==> src/rtl/depar_pkg.sv <==
// Shared definitions for the deparser segment splitter.
//   state_t      : splitter FSM encoding (S_HDR=0, S_PUSH=1, S_PAY=2)
//   VLAN_LSB_DEF : default bit offset of the VLAN ID inside beat-0 tdata
//   seg_idx_w()  : header segment index width, never narrower than 1 bit
package depar_pkg;

  typedef enum logic [1:0] {
    S_HDR  = 2'd0,
    S_PUSH = 2'd1,
    S_PAY  = 2'd2
  } state_t;

  localparam int VLAN_LSB_DEF = 116;

  function automatic int seg_idx_w(input int n);
    return (n > 1) ? $clog2(n) : 1;
  endfunction

endpackage

==> src/rtl/depar_hdr_packer.sv <==
// Header segment buffer for the deparser splitter.
// Stores up to NUM_SEGS beats, one per segment slot, with a per-slot valid
// mask. A clear empties every slot so unfilled segments of the next packet
// read back as zero with seg_vld=0 and tlast=0.
// Ports:
//   clk, rst            : clock, asynchronous active-high reset
//   wr_en, wr_idx       : write the wr_* beat into segment wr_idx
//   wr_tdata/tkeep/tuser/tlast : beat being written
//   clr                 : zero the whole buffer and valid mask
//   seg_tdata/tkeep/tuser/tlast/seg_vld : packed buffer contents
module depar_hdr_packer
  import depar_pkg::*;
#(
  parameter int DATA_W   = 256,
  parameter int USER_W   = 128,
  parameter int NUM_SEGS = 2,
  parameter int IDX_W    = seg_idx_w(NUM_SEGS)
) (
  input  logic                         clk,
  input  logic                         rst,
  input  logic                         wr_en,
  input  logic [IDX_W-1:0]             wr_idx,
  input  logic [DATA_W-1:0]            wr_tdata,
  input  logic [DATA_W/8-1:0]          wr_tkeep,
  input  logic [USER_W-1:0]            wr_tuser,
  input  logic                         wr_tlast,
  input  logic                         clr,
  output logic [NUM_SEGS*DATA_W-1:0]   seg_tdata,
  output logic [NUM_SEGS*DATA_W/8-1:0] seg_tkeep,
  output logic [NUM_SEGS*USER_W-1:0]   seg_tuser,
  output logic [NUM_SEGS-1:0]          seg_tlast,
  output logic [NUM_SEGS-1:0]          seg_vld
);

  localparam int KEEP_W = DATA_W / 8;

  always_ff @(posedge clk or posedge rst) begin
    if (rst) begin
      seg_tdata <= '0;
      seg_tkeep <= '0;
      seg_tuser <= '0;
      seg_tlast <= '0;
      seg_vld   <= '0;
    end else if (clr) begin
      seg_tdata <= '0;
      seg_tkeep <= '0;
      seg_tuser <= '0;
      seg_tlast <= '0;
      seg_vld   <= '0;
    end else if (wr_en) begin
      for (int k = 0; k < NUM_SEGS; k++) begin
        if (int'(wr_idx) == k) begin
          seg_tdata[k*DATA_W +: DATA_W] <= wr_tdata;
          seg_tkeep[k*KEEP_W +: KEEP_W] <= wr_tkeep;
          seg_tuser[k*USER_W +: USER_W] <= wr_tuser;
          seg_tlast[k]                  <= wr_tlast;
          seg_vld[k]                    <= 1'b1;
        end
      end
    end
  end

endmodule

==> src/rtl/depar_seg_splitter.sv <==
// Deparser front-end splitter.
// Pops beats from a FWFT packet FIFO, packs the first NUM_HDR_SEGS beats of
// each packet into one wide header word, extracts the VLAN ID from beat 0,
// and forwards the remaining beats unchanged as the payload stream.
// Optional feature macro: DEPAR_SEG_STATS_EN enables saturating packet and
// short-packet counters; without it stat_* are tied to zero.
// Ports:
//   axis_clk, areset          : clock, asynchronous active-high reset
//   pkt_fifo_*                : FWFT packet FIFO (data/keep/user/last/empty, rd_en pop)
//   hdr_* / hdr_valid/ready   : packed header word, segment k at [k*W +: W]
//   vlan_id / vlan_valid/ready: VLAN ID stream
//   pay_* / pay_valid/ready   : payload pass-through stream
//   stat_pkts, stat_short_pkts: statistics counters
module depar_seg_splitter
  import depar_pkg::*;
#(
  parameter int C_AXIS_DATA_WIDTH  = 256,
  parameter int C_AXIS_TUSER_WIDTH = 128,
  parameter int NUM_HDR_SEGS       = 2,
  parameter int C_VLANID_WIDTH     = 12,
  parameter int VLAN_LSB           = VLAN_LSB_DEF,
  parameter int STAT_W             = 32
) (
  input  logic                                          axis_clk,
  input  logic                                          areset,
  input  logic [C_AXIS_DATA_WIDTH-1:0]                  pkt_fifo_tdata,
  input  logic [C_AXIS_DATA_WIDTH/8-1:0]                pkt_fifo_tkeep,
  input  logic [C_AXIS_TUSER_WIDTH-1:0]                 pkt_fifo_tuser,
  input  logic                                          pkt_fifo_tlast,
  input  logic                                          pkt_fifo_empty,
  output logic                                          pkt_fifo_rd_en,
  output logic [NUM_HDR_SEGS*C_AXIS_DATA_WIDTH-1:0]     hdr_tdata,
  output logic [NUM_HDR_SEGS*C_AXIS_TUSER_WIDTH-1:0]    hdr_tuser,
  output logic [NUM_HDR_SEGS*C_AXIS_DATA_WIDTH/8-1:0]   hdr_tkeep,
  output logic [NUM_HDR_SEGS-1:0]                       hdr_tlast,
  output logic [NUM_HDR_SEGS-1:0]                       hdr_seg_vld,
  output logic                                          hdr_valid,
  input  logic                                          hdr_ready,
  output logic [C_VLANID_WIDTH-1:0]                     vlan_id,
  output logic                                          vlan_valid,
  input  logic                                          vlan_ready,
  output logic [C_AXIS_DATA_WIDTH-1:0]                  pay_tdata,
  output logic [C_AXIS_DATA_WIDTH/8-1:0]                pay_tkeep,
  output logic [C_AXIS_TUSER_WIDTH-1:0]                 pay_tuser,
  output logic                                          pay_tlast,
  output logic                                          pay_valid,
  input  logic                                          pay_ready,
  output logic [STAT_W-1:0]                             stat_pkts,
  output logic [STAT_W-1:0]                             stat_short_pkts
);

  localparam int               IDX_W    = seg_idx_w(NUM_HDR_SEGS);
  localparam logic [IDX_W-1:0] LAST_IDX = IDX_W'(NUM_HDR_SEGS - 1);

  state_t           state, state_next;
  logic [IDX_W-1:0] idx;
  logic             pkt_done;
  logic             rd_en_c;
  logic             hdr_pop;
  logic             final_pop;
  logic             push_done;
  logic             clr;
  logic             in_pay;

  always_comb begin
    state_next = state;
    rd_en_c    = 1'b0;
    clr        = 1'b0;
    case (state)
      S_HDR: begin
        rd_en_c = ~pkt_fifo_empty;
        if (rd_en_c && (pkt_fifo_tlast || idx == LAST_IDX))
          state_next = S_PUSH;
      end
      S_PUSH: begin
        if (push_done) begin
          clr        = 1'b1;
          state_next = pkt_done ? S_HDR : S_PAY;
        end
      end
      S_PAY: begin
        rd_en_c = ~pkt_fifo_empty & pay_ready;
        if (rd_en_c && pkt_fifo_tlast)
          state_next = S_HDR;
      end
      default: state_next = S_HDR;
    endcase
  end

  // The pop strobe is combinational from state, so it is masked while reset
  // is held to guarantee no beat is consumed during reset.
  assign pkt_fifo_rd_en = rd_en_c & ~areset;
  assign hdr_pop        = pkt_fifo_rd_en & (state == S_HDR);
  assign final_pop      = hdr_pop & (pkt_fifo_tlast | (idx == LAST_IDX));
  // Each sink retires independently; the push ends once neither is pending.
  assign push_done      = (state == S_PUSH) & (~hdr_valid | hdr_ready) &
                          (~vlan_valid | vlan_ready);

  always_ff @(posedge axis_clk or posedge areset) begin
    if (areset) begin
      state      <= S_HDR;
      idx        <= '0;
      pkt_done   <= 1'b0;
      hdr_valid  <= 1'b0;
      vlan_valid <= 1'b0;
      vlan_id    <= '0;
    end else begin
      state <= state_next;
      if (hdr_pop) begin
        if (idx == '0)
          vlan_id <= pkt_fifo_tdata[VLAN_LSB +: C_VLANID_WIDTH];
        if (final_pop) begin
          pkt_done   <= pkt_fifo_tlast;
          hdr_valid  <= 1'b1;
          vlan_valid <= 1'b1;
        end else begin
          idx <= idx + IDX_W'(1);
        end
      end
      if (state == S_PUSH) begin
        if (hdr_valid && hdr_ready)
          hdr_valid <= 1'b0;
        if (vlan_valid && vlan_ready)
          vlan_valid <= 1'b0;
      end
      if (clr)
        idx <= '0;
    end
  end

  depar_hdr_packer #(
    .DATA_W   (C_AXIS_DATA_WIDTH),
    .USER_W   (C_AXIS_TUSER_WIDTH),
    .NUM_SEGS (NUM_HDR_SEGS),
    .IDX_W    (IDX_W)
  ) u_packer (
    .clk       (axis_clk),
    .rst       (areset),
    .wr_en     (hdr_pop),
    .wr_idx    (idx),
    .wr_tdata  (pkt_fifo_tdata),
    .wr_tkeep  (pkt_fifo_tkeep),
    .wr_tuser  (pkt_fifo_tuser),
    .wr_tlast  (pkt_fifo_tlast),
    .clr       (clr),
    .seg_tdata (hdr_tdata),
    .seg_tkeep (hdr_tkeep),
    .seg_tuser (hdr_tuser),
    .seg_tlast (hdr_tlast),
    .seg_vld   (hdr_seg_vld)
  );

  // Payload path is a straight wire from the FIFO head while in S_PAY.
  assign in_pay    = (state == S_PAY);
  assign pay_tdata = in_pay ? pkt_fifo_tdata : '0;
  assign pay_tkeep = in_pay ? pkt_fifo_tkeep : '0;
  assign pay_tuser = in_pay ? pkt_fifo_tuser : '0;
  assign pay_tlast = in_pay & pkt_fifo_tlast;
  assign pay_valid = in_pay & ~pkt_fifo_empty & ~areset;

`ifdef DEPAR_SEG_STATS_EN
  logic [STAT_W-1:0] pkts_cnt;
  logic [STAT_W-1:0] short_cnt;
  logic              hdr_hs;

  assign hdr_hs = hdr_valid & hdr_ready;

  always_ff @(posedge axis_clk or posedge areset) begin
    if (areset) begin
      pkts_cnt  <= '0;
      short_cnt <= '0;
    end else if (hdr_hs) begin
      if (~&pkts_cnt)
        pkts_cnt <= pkts_cnt + STAT_W'(1);
      if (pkt_done && !(&hdr_seg_vld) && ~&short_cnt)
        short_cnt <= short_cnt + STAT_W'(1);
    end
  end

  assign stat_pkts       = pkts_cnt;
  assign stat_short_pkts = short_cnt;
`else
  assign stat_pkts       = '0;
  assign stat_short_pkts = '0;
`endif

endmodule
==> config.mk <==
export PLATFORM = sky130hd
export DESIGN_NAME = depar_seg_splitter
export DESIGN_NICKNAME = d
export VERILOG_FILES = /design/src/rtl/depar_pkg.sv /design/src/rtl/depar_hdr_packer.sv /design/src/rtl/depar_seg_splitter.sv
export SDC_FILE = /design/constraint.sdc
export NUM_CORES = 2
export LEC_CHECK = 0
export BUFFER_PORTS_ARGS = -buffer_cell sky130_fd_sc_hd__buf_2
export CORE_AREA = 2 2 692 694
export CTS_BUF_LIST = sky130_fd_sc_hd__clkbuf_8
export DETAILED_ROUTE_END_ITERATION = 12
export DIE_AREA = 0 0 694 696
export RECOVER_POWER = 100
export SLEW_MARGIN = 5
export SYNTH_ARGS = -nofsm -noshare
export SYNTH_HDL_FRONTEND = slang
export SYNTH_SLANG_ARGS = --single-unit
==> constraint.sdc <==
create_clock -name axis_clk -period 35.9 [get_ports axis_clk]
set_clock_uncertainty 0.05 [all_clocks]
set_input_delay 1.795 -clock axis_clk [delete_from_list [all_inputs] [get_ports axis_clk]]
set_output_delay 1.795 -clock axis_clk [all_outputs]
set_load 0.02 [all_outputs]
==> metrics.cfg <==
[setup_path]
endpoint_kind=asynchronous set/reset pin
ff2ff_setup_slack_ns=19.53
rr_worst_depth=7
setup.worst_path.class=input port to asynchronous set/reset pin
startpoint_type=input port
timing.critical_path.required_ns=35.84
critPathMaxFanout=100
critPathArrivalTime_ns=17.93
crit_start=areset
worstReg2RegStart=idx

[floorplanning]
io_pins=1756
dieArea_um2=483000
die_y_um=696
core-area_um2=476400
rows=254
die_w_um=694
start_util=0.08271

[placed_design]
hpwl_um=294200
gp_congestion=0.9696
port-buffer-count=1691

[power_and_ir_drop]
combPwrFrac=0.461
p_sw_frac=0.5132
ir_worst_vdd_v=0.00005800
intPower_uw=2226
p_leak_uw=0.02166
power_density_nw_per_um2=81.09
p_sw_uw=2346
seq_power_share=0.306
clkPwrFrac=0.233
p_total_uw=4572

[grt]
grt_overflow=0
grt_pass1_wl_um=441500
gr-usage-all-layers=0.1397
grt_max_degree=192
grt_pass1_vias=39610
antenna_found_initial=213

[sta]
setup_tns_ns=0
holdWs_ns=0.4174
slew_headroom=-3.602
setup_viol=0
worst_pin_slew_ns=6.903
fin_crit_ns=17.98
clock.fmax_mhz=55.60
slew_viol_final=2159
rsz0062_at_grt=false
period_share=0.5010
final_hold_viol_count=0

[outcome]
status=complete, but fails checks
failed_checks=antenna rules, capacitance limit, slew limit

[clocking]
post-cts-setup-buffers=0
cts_hold_buffers=0
cts_tree=done
path_clk_slew_ns=0.06
root_buffer=clkbuf_8
clkSinkCount=854
cts_inserted_buffers=168
clk-insertion-delay-late_ns=0.91
ctsResizeCount=0
clk_path_buf_depth=4
htreeDepth=4

[hold_path]
hold_path_startpoint=pkt_done
hold_path.class=register to register
hold_depth=1

[drt]
drcViolationCount=0
via_count=44240
ant_nets=1
drt-wirelength-per-cell_um=28.95
vias_per_cell=3.575
routed_wl_um=358200
dr.pass1.iters=7
drt_iter0_markers=5503

[synthesis]
async_flop_share=1.000
synth_cells=4384
yosys_register_bits=854
ys.flop_type=dfrtp_1
synth_most_common_cell=dfrtp_1
synth_cell_types=28
syn-cell-area_um2=39400
synth_common_cells=854 x dfrtp_1, 824 x a21oi_1, 823 x nand3_1
synth_edf_count=0
synth_area_per_cell_um2=8.988
yosys_warnings=0
yosysSeqAreaShare=0.5424
synth_top_cell_area_share=0.5424
synth_area_leader_cell=dfrtp_1
synthTopCellsByArea=dfrtp_1 54%, a21oi_1 10%, nand3_1 10%

[job]
cap_violations=30

[cells_and_area]
nets=6226
layout-drive-gt1-share=0.1547
areaGrowthSynthToFinish_pct=43.09

==> power groups by stage <==
| stage | clock network [µW] | registers (µW) | logic, µW |
|---|---|---|---|
| 2_1_floorplan | 0 | 1680 | 923 |
| 3_3_place_gp | 0 | 1390 | 2200 |
| 3_5_place_dp | 0 | 1400 | 2210 |
| 4_1_cts | 1100 | 1390 | 2210 |
| 5_1_grt | 1140 | 1420 | 2240 |
| 6_report | 1070 | 1400 | 2110 |
==> layout make-up <==
| type | count | area [µm²] |
|---|---|---|
| Fill cell | 55440 | 420000 |
| Sequential cell | 854 | 21370 |
| Multi-Input combinational cell | 3015 | 15620 |
| Tap cell | 6272 | 7848 |
| Timing Repair Buffer | 1759 | 7621 |
| Clock buffer | 208 | 2863 |
| Clock inverter | 87 | 604.3 |
| Antenna cell | 173 | 432.9 |
| Inverter | 5 | 21.27 |
==> cells in the final DEF (no fill, tap or decap), drive strengths merged <==
| master | instances |
|---|---|
| a21oi | 824 |
| a22o | 12 |
| and2b | 1 |
| nor3b | 1 |
| clkinvlp | 10 |
| bufinv | 7 |
| or2 | 1 |
| nand2 | 14 |
| a32oi | 1 |
| nor4 | 1 |
| clkbuf | 1297 |
| buf | 670 |
| and3 | 1 |
| nor2b | 1 |
| nand2b | 2 |
| diode | 173 |
| o21ai | 839 |
| o21a | 3 |
| dfrtp | 854 |
| clkinv | 13 |
| nor2 | 4 |
| inv | 62 |
| conb | 64 |
| and2 | 419 |
| nand3 | 823 |
| a31oi | 3 |
| or4 | 1 |
==> metrics by stage <==
step                      std cells  area, µm²  worst slack (ns)  utilization
after global routing          12260      56090             15.09       0.1177
after detailed placement      11910      53990             28.91       0.1133
after CTS                     12200      57460             29.70       0.1206
final                         12370      56380             17.92       0.1183
after floorplan                4447      39640             10.06            -
after global placement        11910      53990             28.91       0.1133
==> cell families (layout without fill, tap and decap cells) <==
family,Yosys count,after routing,synth area share
simple gates,1269,1269,0.1749
compound gates,1682,1682,0.2152
other cells,1,237,0.00009517
flops,854,854,0.5424
buf+inv,578,2059,0.06748
==> worst max-delay path: stages <==
cell	delay (ns)
clkbuf_1	0.16
clkinvlp_2	2.67
clkbuf_1	2.78
clkbuf_1	2.43
clkbuf_1	1.82
clkbuf_1	2.57
clkbuf_1	3.18
==> routing by layer <==
metal	track usage	part of all wire
met1	0.1581	0.37
met2	0.2089	0.43
met3	0.08108	0.14
met4	0.06724	0.055
met5	0.0006001	0.0033
==> final timing paths <==
check / end
min: state[1]
min in group asynchronous: idx
max reg2reg: u_packer.seg_tuser[126]
max: u_packer.seg_tdata[203]
max in group axis_clk: u_packer.seg_tuser[126]
min reg2reg: state[1]
==> sequential cells by signal (all words and copies together) (netlist names) <==
signal,flops
hdr_valid,1
idx,1
u_packer.seg_tlast,2
pkt_done,1
u_packer.seg_tdata,512
u_packer.seg_tuser,256
u_packer.seg_vld,2
state,2
vlan_id,12
u_packer.seg_tkeep,64
vlan_valid,1
Note: power is estimated with default switching activity, not from simulation.
